`config.mk`:
```
export PLATFORM = sky130hd
export DESIGN_NAME = irq_sched_flat
export DESIGN_NICKNAME = d
export VERILOG_FILES = /design/src/rtl/irq_sched_if.sv /design/src/rtl/irq_sched.sv /design/src/flat_wrapper.sv
export SDC_FILE = /design/constraint.sdc
export NUM_CORES = 1
export LEC_CHECK = 0
export CAP_MARGIN = 20
export CORE_UTILIZATION = 51
export CTS_CLUSTER_DIAMETER = 40
export DETAILED_ROUTE_END_ITERATION = 12
export GPL_TIMING_DRIVEN = 0
export PLACE_DENSITY = 0.84
export SETUP_SLACK_MARGIN = 0.05
export SLEW_MARGIN = 40
export SYNTH_ARGS = -nofsm -noshare
export SYNTH_HDL_FRONTEND = slang
export SYNTH_SLANG_ARGS = --single-unit
```
`constraint.sdc`:
```
create_clock -name clk -period 5.7 [get_ports clk]
set_input_delay 1.425 -clock clk [delete_from_list [all_inputs] [get_ports clk]]
set_output_delay 1.425 -clock clk [all_outputs]
set_load 0.005 [all_outputs]
```
`src/rtl/irq_sched_if.sv`:
```
`default_nettype none
// ============================================================================
// Module   : irq_sched_if
// Brief    : Memory-mapped configuration bus between software bridge and
//            the interrupt scheduler.
// Revision : 1.0
// ============================================================================
interface irq_sched_if;
    logic        cfg_we;
    logic        cfg_re;
    logic [2:0]  cfg_addr;
    logic [31:0] cfg_wdata;
    logic [31:0] cfg_rdata;

    modport master (
        output cfg_we,
        output cfg_re,
        output cfg_addr,
        output cfg_wdata,
        input  cfg_rdata
    );

    modport slave (
        input  cfg_we,
        input  cfg_re,
        input  cfg_addr,
        input  cfg_wdata,
        output cfg_rdata
    );
endinterface
`default_nettype wire

```
`src/rtl/irq_sched.sv`:
```
`default_nettype none
// ============================================================================
// Module   : irq_sched
// Brief    : Six-source interrupt scheduler driving CP0 HWInt with a fixed
//            priority one-hot request and a claim/complete handshake.
// Revision : 1.0
// ============================================================================
module irq_sched #(
    parameter int NSRC = 6,
    parameter int CNTW = 16
) (
    input  wire logic            clk,
    input  wire logic            reset,
    input  wire logic [NSRC-1:0] irq_src,
    irq_sched_if.slave           cfg,
    output logic [NSRC-1:0]      hwint
);

    localparam logic [2:0] c_ADDR_EN       = 3'd0;
    localparam logic [2:0] c_ADDR_MODE     = 3'd1;
    localparam logic [2:0] c_ADDR_PEND     = 3'd2;
    localparam logic [2:0] c_ADDR_CLAIM    = 3'd3;
    localparam logic [2:0] c_ADDR_COMPLETE = 3'd4;
    localparam logic [2:0] c_ADDR_STATUS   = 3'd5;

    typedef enum logic [1:0] {
        ST_IDLE    = 2'd0,
        ST_ASSERT  = 2'd1,
        ST_SERVICE = 2'd2
    } state_t;

    state_t          r_state;
    state_t          w_state_nxt;

    logic [NSRC-1:0] r_s1;
    logic [NSRC-1:0] r_s2;
    logic [NSRC-1:0] r_s3;
    logic [NSRC-1:0] r_en;
    logic [NSRC-1:0] r_mode;
    logic [NSRC-1:0] r_pend;
    logic [NSRC-1:0] r_hwint;
    logic [2:0]      r_insvc;
    logic [CNTW-1:0] r_cnt;
    logic            r_err;

    logic [NSRC-1:0] w_edge;
    logic [NSRC-1:0] w_elig;
    logic [NSRC-1:0] w_pend_nxt;
    logic [NSRC-1:0] w_hwint_nxt;
    logic [2:0]      w_win;
    logic            w_any;
    logic            w_wr_en;
    logic            w_wr_mode;
    logic            w_wr_pend;
    logic            w_wr_cmpl;
    logic            w_claim;
    logic            w_cmpl_ok;
    logic            w_cmpl_bad;
    logic [31:0]     w_status;

    assign w_edge = r_s2 & ~r_s3;
    assign w_elig = r_pend & r_en;
    assign w_any  = |w_elig;

    // Ascending scan so the highest eligible index is the last one kept.
    always_comb begin
        w_win = '0;
        for (int i = 0; i < NSRC; i++) begin
            if (w_elig[i]) begin
                w_win = i[2:0];
            end
        end
    end

    assign w_wr_en    = cfg.cfg_we && (cfg.cfg_addr == c_ADDR_EN);
    assign w_wr_mode  = cfg.cfg_we && (cfg.cfg_addr == c_ADDR_MODE);
    assign w_wr_pend  = cfg.cfg_we && (cfg.cfg_addr == c_ADDR_PEND);
    assign w_wr_cmpl  = cfg.cfg_we && (cfg.cfg_addr == c_ADDR_COMPLETE);
    assign w_claim    = cfg.cfg_re && (cfg.cfg_addr == c_ADDR_CLAIM)
                        && (r_state == ST_ASSERT) && w_any;
    assign w_cmpl_ok  = w_wr_cmpl && (r_state == ST_SERVICE)
                        && (cfg.cfg_wdata[2:0] == r_insvc);
    assign w_cmpl_bad = w_wr_cmpl && !w_cmpl_ok;

    // Edge sources: a new edge beats a simultaneous claim or W1C clear.
    always_comb begin
        w_pend_nxt = r_pend;
        for (int i = 0; i < NSRC; i++) begin
            if (r_mode[i]) begin
                if (w_edge[i]) begin
                    w_pend_nxt[i] = 1'b1;
                end else if ((w_claim && (w_win == i[2:0]))
                             || (w_wr_pend && cfg.cfg_wdata[i])) begin
                    w_pend_nxt[i] = 1'b0;
                end
            end else begin
                w_pend_nxt[i] = r_s2[i];
            end
        end
    end

    always_comb begin
        w_state_nxt = r_state;
        case (r_state)
            ST_IDLE: begin
                if (w_any) begin
                    w_state_nxt = ST_ASSERT;
                end
            end
            ST_ASSERT: begin
                if (!w_any) begin
                    w_state_nxt = ST_IDLE;
                end else if (w_claim) begin
                    w_state_nxt = ST_SERVICE;
                end
            end
            ST_SERVICE: begin
                if (w_cmpl_ok) begin
                    w_state_nxt = ST_IDLE;
                end
            end
            default: w_state_nxt = ST_IDLE;
        endcase

        // Request is registered off the next state so it lines up with ASSERT.
        w_hwint_nxt = '0;
        if (w_state_nxt == ST_ASSERT) begin
            w_hwint_nxt[w_win] = 1'b1;
        end
    end

    always_ff @(posedge clk or negedge reset) begin
        if (!reset) begin
            r_state <= ST_IDLE;
            r_s1    <= '0;
            r_s2    <= '0;
            r_s3    <= '0;
            r_en    <= '0;
            r_mode  <= '0;
            r_pend  <= '0;
            r_hwint <= '0;
            r_insvc <= '0;
            r_cnt   <= '0;
            r_err   <= 1'b0;
        end else begin
            r_state <= w_state_nxt;
            r_s1    <= irq_src;
            r_s2    <= r_s1;
            r_s3    <= r_s2;
            r_pend  <= w_pend_nxt;
            r_hwint <= w_hwint_nxt;
            if (w_wr_en) begin
                r_en <= cfg.cfg_wdata[NSRC-1:0];
            end
            if (w_wr_mode) begin
                r_mode <= cfg.cfg_wdata[NSRC-1:0];
            end
            if (w_claim) begin
                r_insvc <= w_win;
                if (r_cnt != '1) begin
                    r_cnt <= r_cnt + CNTW'(1);
                end
            end
            if (w_cmpl_bad) begin
                r_err <= 1'b1;
            end
        end
    end

    always_comb begin
        w_status           = '0;
        w_status[31]       = r_err;
        w_status[CNTW+7:8] = r_cnt;
        w_status[6:4]      = r_insvc;
        w_status[1:0]      = r_state;

        cfg.cfg_rdata = '0;
        case (cfg.cfg_addr)
            c_ADDR_EN:     cfg.cfg_rdata[NSRC-1:0] = r_en;
            c_ADDR_MODE:   cfg.cfg_rdata[NSRC-1:0] = r_mode;
            c_ADDR_PEND:   cfg.cfg_rdata[NSRC-1:0] = r_pend;
            c_ADDR_CLAIM: begin
                if ((r_state == ST_ASSERT) && w_any) begin
                    cfg.cfg_rdata = {1'b1, 28'b0, w_win};
                end
            end
            c_ADDR_STATUS: cfg.cfg_rdata = w_status;
            default:       cfg.cfg_rdata = '0;
        endcase
    end

    assign hwint = r_hwint;

endmodule
`default_nettype wire
```
`src/flat_wrapper.sv`:
```
// flat-port wrapper written by rule: the top's interface ports become plain ports
module irq_sched_flat 
#(
    parameter int NSRC = 6,
    parameter int CNTW = 16
)
  (clk, reset, irq_src, hwint, cfg_cfg_we, cfg_cfg_re, cfg_cfg_addr, cfg_cfg_wdata, cfg_cfg_rdata);
  irq_sched_if cfg_i ();
  input  wire logic clk;
  input  wire logic reset;
  input  wire logic [NSRC-1:0] irq_src;
  output logic [NSRC-1:0] hwint;
  input wire logic [$bits(cfg_i.cfg_we)-1:0] cfg_cfg_we;
  input wire logic [$bits(cfg_i.cfg_re)-1:0] cfg_cfg_re;
  input wire logic [$bits(cfg_i.cfg_addr)-1:0] cfg_cfg_addr;
  input wire logic [$bits(cfg_i.cfg_wdata)-1:0] cfg_cfg_wdata;
  output wire logic [$bits(cfg_i.cfg_rdata)-1:0] cfg_cfg_rdata;
  assign cfg_i.cfg_we = cfg_cfg_we;
  assign cfg_i.cfg_re = cfg_cfg_re;
  assign cfg_i.cfg_addr = cfg_cfg_addr;
  assign cfg_i.cfg_wdata = cfg_cfg_wdata;
  assign cfg_cfg_rdata = cfg_i.cfg_rdata;
  irq_sched #(.NSRC(NSRC), .CNTW(CNTW)) u_core (.clk(clk), .reset(reset), .irq_src(irq_src), .cfg(cfg_i), .hwint(hwint));
endmodule
```
==> results.txt <==
The final instance count without filler cells came out at about 420. The final-report hold violation count was 0. At the pin with the least slew margin, the transition time is 0.7588 ns. The depth of the worst register-to-register path is 5. The largest clock skew in the final design is around 0.010 ns. The overall routing resource usage came out at between 20% and 30%. The required arrival time at the worst endpoint came out at approximately 4.3 ns. The Yosys warning count is 0.

The per-cell routed wire length came out at approximately 16 um. The tool flagged a number of max-cap violations equal to 0. The antenna violation net count after detailed routing is 0. The via count came out at ~2.4k. Using the TritonRoute via totals, the vias-per-cell ratio works out to between 5 and 6. The number of hold buffers added after CTS came out at 0. The filler cells instantiated in the layout total approximately 430. Across all register-to-register paths, the minimum setup slack is about 3.4 ns.

The number of DRC violations after detailed routing came out at 0. The antenna diode instance count is 0. The number of cells upsized or downsized after cts is 0. The placement-stage cell area is 0.003601 mm^2. Dividing total power by cell area gives a power density of 330.1 mW/mm^2.

The I/O pin count came out at 83. The H-tree depth is 3. The number of cells after detailed placement is between 400 and 500. The cell count after synthesis came out at between 200 and 300. The number of buffers inserted by post-CTS setup repair came out at 0.

After global routing the overflow that remains totals 0. Across the VDD grid, the largest voltage drop is 0.2820 mV. The pin count of the biggest net entering global routing is 37.

The die outline height came out at ~78 um. The number of buffers on the longest clock path is 2. The flow ran to the end, and the final reports show no timing, DRC or antenna violations.

The category of the critical setup timing path is in -> out. The worst setup path is launched from an input pin. The total die area came out at a little over 0.006 mm^2. The worst hold path begins at u_core.r_s1[2]. The min-delay analysis places its worst path in the category reg -> reg. The number of search-and-repair iterations in the first detailed-routing pass came out at 5. The type of element capturing the critical path is a primary output. The number of buffers added by the clock tree synthesis step is 9. The number of DRC markers after the initial detailed-route iteration is between 200 and 250. Synthesis inferred 64 register bits. The final layout contains routed wiring with a total length of ~6600 um. The chip width came out at 78.40 um.

The number of antenna violations at the first check in global routing is 0. The effective utilization at floorplan is about 53%. The final-report max-slew violation count is 0. For the worst setup path, the data arrival time is around 3.7 ns.

The sum of negative setup slack is 0 ns. Clock latency on the worst-skew pair, taken at its later pin, is between 0.3 and 0.4 ns. The share of post-route cells with drive strength above 1 came out at between 10 and 15%. Detailed placement finished with a half-perimeter wire length of about 4700 um.

Buffers placed on the I/O ports in this run total 48. Setup violations remaining at the end of the flow were counted as 0. The endpoint identified for the worst register-to-register timing path is u_core.r_cnt[1]. The post-synthesis instance area came out at about 0.003 mm^2.

The first global-routing pass estimated 10700 um of wire. The synthesis-to-finish area growth is 27.87%. The routability congestion estimate from global placement came out at ~0.9. The synthesized netlist contains 39 unique library cells. The clock tree from TritonCTS is built. Hold timing on the final database bottoms out at a slack of 0.3512 ns.

The static leakage is 1.721 nW. The path with the worst hold slack has its endpoint at u_core.r_s2[2]. Of the available clock period, the critical path in the final layout requires around nine tenths. The number of core rows is 27. The clock-pin transition on the worst setup and hold timing paths came out at ~0.07 ns. The final layout net count is about 390.

Setup repair after global routing left no endpoint under its margin. The clock tree root buffer cell is sky130_fd_sc_hd__clkbuf_8. The minimum clock period after layout came out at about 5.1 ns. The via count of the first global-routing pass came out at about 2.2k. Cells fill a little under 70% of the core in the end. The normalized max-slew margin is approximately half. The largest fanout on the critical path is 10. The sequential element share of the synthesized area came out at a little over half.

The clock drives 64 sinks. Along the worst hold path, the cell count comes to 0. The core region is ~0.0056 mm^2. The maximum clock rate is ~200 MHz.

The area of all placed cells without fillers came out at 0.003806 mm^2. The average size of a mapped cell came out at ~11 um^2. The worst register-to-register path begins at u_core.r_pend[4].
sequential cells by signal, summed over array words and instances (netlist names):
| register | cells |
|---|---|
| u_core.hwint | 6 |
| u_core.r_pend | 6 |
| u_core.r_en | 6 |
| u_core.r_state | 2 |
| u_core.r_cnt | 16 |
| u_core.r_s3 | 6 |
| u_core.r_insvc | 3 |
| u_core.r_s1 | 6 |
| u_core.r_mode | 6 |
| u_core.r_err | 1 |
| u_core.r_s2 | 6 |
placed cells by master (no fill, tap or decap), types with 8 or more instances in the layout:
cell,Yosys,routed
sky130_fd_sc_hd__clkbuf_8,0,10
sky130_fd_sc_hd__nor3_1,13,12
sky130_fd_sc_hd__mux2i_1,9,9
sky130_fd_sc_hd__mux2_2,15,15
sky130_fd_sc_hd__nand2_1,29,29
sky130_fd_sc_hd__xnor2_1,8,8
sky130_fd_sc_hd__nand3_1,14,14
sky130_fd_sc_hd__xor2_1,8,8
sky130_fd_sc_hd__nor2_1,14,14
sky130_fd_sc_hd__clkdlybuf4s50_1,0,47
sky130_fd_sc_hd__buf_4,8,9
sky130_fd_sc_hd__conb_1,1,8
sky130_fd_sc_hd__dfrtp_1,64,64
sky130_fd_sc_hd__and3_1,19,19
per-stage QoR:
stage	worst slack (ns)	total power, mW
2_1_floorplan	2.109	0.7405
3_5_place_dp	0.6837	0.8601
5_1_grt	0.5738	1.312
4_1_cts	0.6763	1.257
6_report	0.6292	1.257
3_3_place_gp	0.6963	0.8464
layer usage:
metal | vias up | routed length (um) | global-route usage [%]
li1 | 1091 | - | -
met1 | 1142 | 2965 | 31.51
met2 | 128 | 3081 | 34.74
met3 | 18 | 436 | 5.930
met4 | 0 | 158 | 14.07
met5 | - | 0 | 0
cells by family after synthesis:
group,after synthesis,synth area share (%)
fa+ha+maj,1,0.4203
xor+xnor,16,4.708
simple gates,112,20.26
compound gates,31,7.819
other cells,1,0.1260
flops,64,53.80
buf+inv,24,4.161
mux,24,8.701
final cells by class:
type	instances	area [um^2]	share of cell area [%]
tap	72	90.09	2.367
inverter	6	22.52	0.5917
multi-input combinational	192	1287	33.83
timing repair buffer	49	498.0	13.08
clock inverter	6	67.56	1.775
buffer	18	101.3	2.663
sequential	64	1602	42.08
clock buffer	10	137.6	3.616
worst max-delay path: stages:
cell and delay, ns:
sky130_fd_sc_hd__clkdlybuf4s50_1 0.64, sky130_fd_sc_hd__clkbuf_1 0.43, sky130_fd_sc_hd__clkbuf_1 0.39, sky130_fd_sc_hd__and3_1 0.25
sky130_fd_sc_hd__clkdlybuf4s50_1 0.50
report_power, final:
group	switching [mW]	internal, mW
registers	0.0690	0.523
logic	0.128	0.138
clock network	0.184	0.215
synthesized netlist by cell type (all sizes together):
library cell   n  share of area, %
inv            6              0.76
o21ai          5              0.84
ha             1              0.42
a311o          1              0.34
a41o           1              0.34
nor2          14               1.8
xnor2          8               2.4
a311oi         1              0.50
a221oi         1              0.29
or3            1              0.21
mux2          15               5.7
o32ai          3              0.88
dfrtp         64                54
and3          19               4.0
clkbuf         7              0.88
o2111ai        1              0.29
nand2         29               3.7
conb           1              0.13
mux2i          9               3.0
buf           11               2.5
nor4           2              0.42
nor4b          1              0.80
a31o           2              0.59
a21o           1              0.25
nor3b          3              0.76
nand4          5               1.1
nor3          13               2.2
a22oi          4               1.0
nand3         14               2.4
nand4bb        1              0.38
nand4b         1              0.80
a31oi          2              0.42
a221o          1              0.34
nand2b         7               1.5
xor2           8               2.4
a21oi          5              0.84
nor2b          2              0.42
a22o           3              0.88
worst max path at each step:
| stage | start | endpoint | slack, ns | cells after the start |
|---|---|---|---|---|
| 6_report | cfg_cfg_addr[2] | cfg_cfg_rdata[6] | 0.63 | 5 |
| 5_1_grt | cfg_cfg_addr[2] | cfg_cfg_rdata[6] | 0.57 | 5 |
| 4_1_cts | cfg_cfg_addr[2] | cfg_cfg_rdata[6] | 0.68 | 5 |
| 3_5_place_dp | cfg_cfg_addr[2] | cfg_cfg_rdata[6] | 0.68 | 5 |
| 3_3_place_gp | cfg_cfg_addr[2] | cfg_cfg_rdata[6] | 0.70 | 5 |
| 2_1_floorplan | cfg_cfg_addr[0] | cfg_cfg_rdata[4] | 2.11 | 5 |
Note: power is estimated with default switching activity, not from simulation.
